--- src/rtl/seven_segment_display_mux.sv ---
// Time-multiplexed hex driver for a common-segment display with tear-free update handshake,
// leading-zero blanking, PWM brightness and per-digit dots. Optional blink: SEVEN_SEGMENT_DISPLAY_MUX_BLINK_EN.
module seven_segment_display_mux #(
  parameter int clk_mhz   = 50,
  parameter int w_digit   = 8,
  parameter int update_hz = 120,
  parameter int w_bright  = 3
) (
  input  logic                   clk,
  input  logic                   rst,
  input  logic [4*w_digit-1:0]   number,
  input  logic [w_digit-1:0]     dots,
  input  logic                   number_valid,
  output logic                   number_ready,
  input  logic                   blank_lz,
  input  logic [w_bright-1:0]    brightness,
`ifdef SEVEN_SEGMENT_DISPLAY_MUX_BLINK_EN
  input  logic [w_digit-1:0]     blink,
`endif
  output logic [7:0]             abcdefgh,
  output logic [w_digit-1:0]     digit
);

  localparam int SLOT_RAW = (clk_mhz * 1_000_000) / (update_hz * w_digit);
  localparam int P        = (SLOT_RAW < 1) ? 1 : SLOT_RAW;
  localparam int DIV_W    = (P > 1) ? $clog2(P) : 1;
  localparam int IDX_W    = (w_digit > 1) ? $clog2(w_digit) : 1;

  function automatic logic [6:0] decode_hex(input logic [3:0] nib);
    case (nib)
      4'h0: decode_hex = 7'b1111110;
      4'h1: decode_hex = 7'b0110000;
      4'h2: decode_hex = 7'b1101101;
      4'h3: decode_hex = 7'b1111001;
      4'h4: decode_hex = 7'b0110011;
      4'h5: decode_hex = 7'b1011011;
      4'h6: decode_hex = 7'b1011111;
      4'h7: decode_hex = 7'b1110000;
      4'h8: decode_hex = 7'b1111111;
      4'h9: decode_hex = 7'b1111011;
      4'hA: decode_hex = 7'b1110111;
      4'hB: decode_hex = 7'b0011111;
      4'hC: decode_hex = 7'b1001110;
      4'hD: decode_hex = 7'b0111101;
      4'hE: decode_hex = 7'b1001111;
      default: decode_hex = 7'b1000111;
    endcase
  endfunction

  logic [DIV_W-1:0]     div_p0;
  logic [IDX_W-1:0]     idx_p0;
  logic [w_bright-1:0]  pwm_p0;
  logic                 tc_p0;
  logic                 last_idx_p0;
  logic                 frame_p0;

  logic [4*w_digit-1:0] disp_num;
  logic [w_digit-1:0]   disp_dots;
  logic [4*w_digit-1:0] pend_num;
  logic [w_digit-1:0]   pend_dots;
  logic                 pend_full;

  logic [3:0]           cur_nib;
  logic                 cur_dot;
  logic                 cur_blank;
  logic                 cur_blink;
  logic                 zero_run;
  logic [w_digit-1:0]   blank_vec;
  logic [6:0]           seg_p0;
  logic [7:0]           abc_nxt;
  logic [w_digit-1:0]   digit_nxt;
  logic                 blink_phase;

  assign tc_p0        = (div_p0 == DIV_W'(P - 1));
  assign last_idx_p0  = (idx_p0 == IDX_W'(w_digit - 1));
  assign frame_p0     = tc_p0 & last_idx_p0;
  assign number_ready = ~pend_full;

  // Stage p0: slot divider, scan index and free-running PWM counter
  always_ff @(posedge clk or negedge rst) begin
    if (!rst) begin
      div_p0 <= '0;
      idx_p0 <= '0;
      pwm_p0 <= '0;
    end else begin
      div_p0 <= tc_p0 ? '0 : div_p0 + 1'b1;
      if (tc_p0)
        idx_p0 <= last_idx_p0 ? '0 : idx_p0 + 1'b1;
      pwm_p0 <= pwm_p0 + 1'b1;
    end
  end

  // Pending slot holds one update until the frame wraps, so a frame never mixes old and new digits
  always_ff @(posedge clk or negedge rst) begin
    if (!rst) begin
      disp_num  <= '0;
      disp_dots <= '0;
      pend_num  <= '0;
      pend_dots <= '0;
      pend_full <= 1'b0;
    end else begin
      if (frame_p0 && pend_full) begin
        disp_num  <= pend_num;
        disp_dots <= pend_dots;
        pend_full <= 1'b0;
      end else if (number_valid && !pend_full) begin
        pend_num  <= number;
        pend_dots <= dots;
        pend_full <= 1'b1;
      end
    end
  end

`ifdef SEVEN_SEGMENT_DISPLAY_MUX_BLINK_EN
  localparam int BLINK_CNT = (clk_mhz * 250_000 < 1) ? 1 : clk_mhz * 250_000;
  localparam int BLINK_W   = (BLINK_CNT > 1) ? $clog2(BLINK_CNT) : 1;
  logic [BLINK_W-1:0] blink_tmr;

  always_ff @(posedge clk or negedge rst) begin
    if (!rst) begin
      blink_tmr   <= '0;
      blink_phase <= 1'b0;
    end else if (blink_tmr == BLINK_W'(BLINK_CNT - 1)) begin
      blink_tmr   <= '0;
      blink_phase <= ~blink_phase;
    end else begin
      blink_tmr   <= blink_tmr + 1'b1;
    end
  end
`else
  assign blink_phase = 1'b0;
`endif

  // A digit is a leading zero when it and every digit above it are zero; digit 0 always shows
  always_comb begin
    cur_nib   = '0;
    cur_dot   = 1'b0;
    cur_blank = 1'b0;
    cur_blink = 1'b0;
    zero_run  = 1'b1;
    blank_vec = '0;
    digit_nxt = '0;
    for (int i = w_digit - 1; i >= 0; i--) begin
      zero_run = zero_run & (disp_num[4*i +: 4] == 4'h0);
      if (i != 0)
        blank_vec[i] = zero_run;
    end
    for (int i = 0; i < w_digit; i++) begin
      if (idx_p0 == IDX_W'(i)) begin
        cur_nib      = disp_num[4*i +: 4];
        cur_dot      = disp_dots[i];
        cur_blank    = blank_vec[i];
        digit_nxt[i] = 1'b1;
`ifdef SEVEN_SEGMENT_DISPLAY_MUX_BLINK_EN
        cur_blink    = blink[i];
`endif
      end
    end
    seg_p0  = decode_hex(cur_nib);
    abc_nxt = {(blank_lz && cur_blank) ? 7'b0 : seg_p0, cur_dot};
    if (pwm_p0 > brightness)
      abc_nxt = 8'h00;
    if (blink_phase && cur_blink)
      abc_nxt = 8'h00;
  end

  // Stage p1: registered pin drivers
  always_ff @(posedge clk or negedge rst) begin
    if (!rst) begin
      abcdefgh <= 8'h00;
      digit    <= '0;
    end else begin
      abcdefgh <= abc_nxt;
      digit    <= digit_nxt;
    end
  end

endmodule

--- config.mk ---
export PLATFORM = sky130hd
export DESIGN_NAME = seven_segment_display_mux
export DESIGN_NICKNAME = d
export VERILOG_FILES = /design/src/rtl/seven_segment_display_mux.sv
export SDC_FILE = /design/constraint.sdc
export NUM_CORES = 1
export LEC_CHECK = 0
export CAP_MARGIN = 5
export CORE_MARGIN = 10
export CORE_UTILIZATION = 50
export CTS_BUF_LIST = sky130_fd_sc_hd__clkbuf_4 sky130_fd_sc_hd__clkbuf_8 sky130_fd_sc_hd__clkbuf_16
export DETAILED_ROUTE_END_ITERATION = 16
export PLACE_DENSITY = 0.75
export RECOVER_POWER = 100
export REMOVE_ABC_BUFFERS = 1
export SLEW_MARGIN = 10
export SYNTH_ARGS = -nofsm -noshare
export SYNTH_HDL_FRONTEND = slang
export SYNTH_SLANG_ARGS = --single-unit
--- constraint.sdc ---
create_clock -name clk -period 2.7 [get_ports clk]
set_input_delay 0.54 -clock clk [delete_from_list [all_inputs] [get_ports clk]]
set_output_delay 0.54 -clock clk [all_outputs]
set_load 0.01 [all_outputs]
======== Yosys cells after proc, flatten, opt, wreduce, memory -nomap -nowiden ========
Memories as Yosys holds them, arrays and structs flattened.
Index checks and enable logic that the tools add are counted.
operators by class
  add/subtract/negate cells ............... 3
  multiply operators ...................... 0
  divide/modulo/power cells ............... 0
  order comparisons ....................... 1
  equal/unequal tests ..................... 8
  shifts and indexed selects .............. 0
  multiplexer cells ....................... 37
  bitwise logic cells ..................... 9
  reduce and logical (&&, ||, !) cells .... 14
operators with widths
  operator                                        count
  two-way mux 4 bit                               8
  logical NOT 4 bit                               7
  two-way mux 1 bit                               25
  adder 16 x 1 -> 16 bit (second input constant)  1
  == test 16 bit (second input constant)          1
  two-way mux 16 bit                              1
  == test 3 bit (second input constant)           4
  two-way mux 8 bit                               1
  AND 1 bit                                       7
  two-way mux 7 bit                               1
  adder 3 x 1 -> 3 bit (second input constant)    2
  == test 3 x 2 -> 1 bit (second input constant)  2
  == test 3 x 1 -> 1 bit (second input constant)  1
  > comparator 3 bit                              1
  logical AND 1 bit                               3
  logical NOT 3 bit                               1
  two-way mux 3 bit                               1
  inverter 1 bit                                  2
  AND reduction 2 bit                             1
  nonzero test 2 bit                              1
  logical NOT 1 bit                               1
storage, ports and cells
  bits in registers ....................... 119
  latch bits .............................. 0
  RAM bits ................................ 0
  ROM bits ................................ 112
  bits of input ports ..................... 47
  output and inout port bits .............. 17
  logic and storage cells ................. 83
  memories kept ........................... 1
memories
  memory            words  width  rd ports  clocked after Yosys merged registers in  wr ports  line  source
  (name not given)  16     7      1         0                                        0         30    case (nib)

======== Longest topological paths before layout ========
  depth in word-level cells ............... 17
  depth in mapped cells ................... 13
  depth with buffers taken out ............ 11

======== Worst setup path after synthesis ========
Ideal clock, no wire load.
  kind .................................... register to register
  from .................................... reg idx_p0[0]
  to ...................................... reg abcdefgh[7]
  setup time .............................. 0.082 ns
  arrival ................................. 2.841 ns
  required time ........................... 2.618 ns
  slack ................................... -0.224 ns
  cell stages (with the launch flop) ...... 12
  path buffers ............................ 1
  period minus slack after synthesis ...... 2.924 ns
  cell sequence ........................... dfrtp_1 > ha_1 > ha_1 > buf_2 > or2_2 > a221oi_1 > o22ai_1 > a31oi_1 > inv_1 > ha_1 > or3b_2 > o22ai_1
between the ends
  word-level cells in the longest chain between the ends .. 12
  elaborated cells on any way between the ends .. 27
  those cells by class .................... eq/ne: 7; mux: 17; reduce/logical: 2; memory: 1
RTL lines
  what                             line  source
  from (decl)                      51    logic [IDX_W-1:0] idx_p0;
  from (signal assigned)           88    idx_p0 <= last_idx_p0 ? '0 : idx_p0 + 1'b1;
  logical NOT 3 bit                149   if (idx_p0 == IDX_W'(i)) begin
  two-way mux 4 bit (8 in series)  149
  memory (16 x 7 bit)              --
  two-way mux 7 bit *              160   abc_nxt = {(blank_lz && cur_blank) ? 7'b0 : seg_p0, cur_dot};
  two-way mux 8 bit *              161   if (pwm_p0 > brightness)
  net abc_nxt[7]                   70    logic [7:0] abc_nxt;
  to (signal assigned)             173   abcdefgh <= abc_nxt;
  to (decl)                        20    output logic [7:0] abcdefgh,
The timed path passes the listed nets; every way through them passes the cells marked *.
A chain may end at the register's enable or synchronous reset.

======== Worst setup path after layout ========
Ends and elaborated chain as after synthesis.

==> flow_summary.ini <==
[synthesis]
synth_edf_count = 0
synth_cell_types = 48
synth_area_per_cell_sq_um = 12.1
synth_area_leaders = dfrtp_1, mux2_2, mux2_1
yosys_register_bits = 119
synth_area_sq_um = 5400
synth-main-ff-cell = dfrtp_1
yosysTopAreaCell = dfrtp_1
synth_seq_area_share_pct = 55.2
yosys.cell_count.top_type = dfrtp_1
synth.top_cell.area_share_pct = 55.2
synthCells = 446
async_flop_share_pct = 100
synthTopCellsByCount = dfrtp_1, mux2_2, nand2_1, mux2_1, nor2_1
yosys_warnings = 0

[status]
outcome = completed

[setup_path]
critical_path.endpoint = abcdefgh[7]
critPathRequiredTime_ns = 3.10
crit_path_max_incr_delay_ns = 0.48
crit_path_cell_trace = ha_2 -> ha_1 -> or2_2 -> a221oi_2 -> o22ai_1 -> a31oi_1 -> inv_1 -> ha_1 -> or3b_2 -> o22ai_1
r2r_cells = 10
startpoint = idx_p0[0]
crit_path_max_fanout = 4
crit_path_start_kind = flop
worst_setup_path_end_kind = flop
reg2reg_slack_ns = 0.02
cpMaxStageDelayCell = or3b_2
critPathKind = reg -> reg
rr_startpoint = idx_p0[0]
arrival_ns = 3.08
timing.rr.end = abcdefgh[7]

[timing]
finalMaxSlewViolations = 0
min_period_ns = 2.68
timing.final.hold_violations = 0
fin_ws_ns = 0.0226
fmax_mhz = 374
tightest_slew_ns = 1.05
skew_ns = 0.0116
finalCritPeriodShare_pct = 99.2
maxSlewHeadroom_pct = 30.3
setup_viol = 0

[cells_and_area]
drive_above_1_share_pct = 20.0
areaGrowthSynthToFinish_pct = 27.1
n_antenna_cell = 0
layout.nets = 596
final_area_sq_um = 6860
final_util_pct = 65.9
final_cells = 680

[run]
maxCapViolCount = 0

[clock_tree]
cts_sinks = 119
clk_pin_slew_ns = 0.06
cts_buffers = 17
clock_latency_ns = 0.51
clockBufferDepth = 2
htreeDepth = 4
clock-root-buffer = clkbuf_8
cts_tree = done

[detailed_routing]
detail_route.wl_per_cell_um = 17.7
drt_wl_total_um = 12000
via_per_inst = 5.46
via_count = 3716
antenna_left = 0
drc = 0
drt_iter0_markers = 186
dr.pass1.iters = 4

[global_route]
gr-total-overflow = 0
antenna_found_initial = 0
grt_first_pass_wirelength_um = 19600
grt_pass1_vias = 3955
globalRouteTotalUtil_pct = 16.2
grt_max_degree = 82

[floorplanning]
start_util_pct = 51.8
rows = 37
die_area_sq_um = 15400
fp.dieH_um = 124
ios = 64
die_x_um = 124
core_sq_um = 10400

[placed_design]
placedCellCount = 646
gp_congestion = 0.884
place_ws_ns = 0.0250
dp_hpwl_um = 8490
place_area_sq_um = 6280
portBuffers = 63

[power_and_ir_drop]
ir_worst_vdd_uv = 410
power.density_nw_per_um2 = 631
leakagePower_nw = 3.21

[min_path]
hp-class = reg -> reg
logic make-up (layout without fill, tap and decap cells):
kind of cell	after synthesis	in the layout	synth area share [%]
AOI/OAI and AO/OA	62	62	7.44
xor gates and xnor gates	16	16	2.60
adders and majority gates	18	18	4.17
buffers and inverters	43	141	3.85
DFF	119	119	55.2
muxes	78	78	16.2
and+or+nand+nor	110	110	10.6
what timing repair did:
item,in CTS,in global routing
resized for setup,0,6
hold buffers,1,0
buffers inserted,0,1
pin swaps,1,2
hold endpoints to repair,2,0
endpoints found under the setup margin,1,7
how the worst min path moves through the flow:
stage	startpoint	endpoint	slack, ns	cells past startpoint
final	pwm_p0[0]	pwm_p0[0]	0.47	1
after global routing	pwm_p0[0]	pwm_p0[0]	0.49	1
after CTS	pwm_p0[0]	pwm_p0[0]	0.47	1
after detailed placement	pwm_p0[0]	pwm_p0[0]	0.46	1
after global placement	pwm_p0[0]	pwm_p0[0]	0.44	1
after floorplan	rst	abcdefgh[0]	0.24	0
through the flow:
step                      setup TNS [ns]  total power [mW]  hold WS [ns]
after detailed placement               0              2.12         0.456
final                                  0              4.33         0.467
after floorplan                   -20.10              1.98         0.244
after CTS                              0              4.38         0.468
after global routing             -0.0650              4.48         0.485
after global placement                 0              2.11         0.437
final cells by class:
class	count	area, sq um
Clock buffer	21	469
Clock inverter	11	136
Timing Repair Buffer	85	801
Fill cell	806	3560
Tap cell	136	170
Inverter	24	90.1
Multi-Input combinational cell	284	2220
Sequential cell	119	2980
registers in the layout, summed over array words and instances (netlist names):
name / flops
abcdefgh: 8
div_p0: 16
pwm_p0: 3
disp_dots: 8
pend_num: 32
disp_num: 32
pend_full: 1
digit: 8
pend_dots: 8
idx_p0: 3
worst max-delay path, delay by kind of cell (launching register included):
kind	cells	cell delay (ns)
adders and majority gates	3	0.59
AOI/OAI and AO/OA	4	0.70
and+or+nand+nor	2	0.79
DFF	1	0.41
buffers and inverters	1	0.09
power by group:
group          switching, mW  internal (mW)  leakage, nW
sequential            0.0403           1.86         1.54
clock                  0.821           1.43        0.292
combinational         0.0667          0.120         1.37
total                  0.928           3.40         3.21
cell usage in the layout, fill, tap and decap left out, types with 5 or more instances in the layout:
master           count
nor2b_1              5
a21oi_1             15
nand3b_1             5
clkbuf_8             5
nor2_1              25
ha_1                15
mux2_1              29
xnor2_1              6
xor2_1              10
nor3_1               5
a221oi_1             5
nor4_1               8
nand2_1             31
buf_4               13
inv_1               23
nand3_1             11
clkdlybuf4s50_1     44
mux2_2              47
dfrtp_1            119
o21ai_0             16
clkbuf_16           16
dlygate4sd3_1       19
metal layers:
layer	up-vias	global-route usage (%)	part of all wire [%]
met1	1869	20.2	45
met4	0	4.75	0.57
met2	94	27.0	50
met3	6	4.80	4.8
met5	-	0	0
li1	1747	-	-
Power figures use the tool's default switching activity.
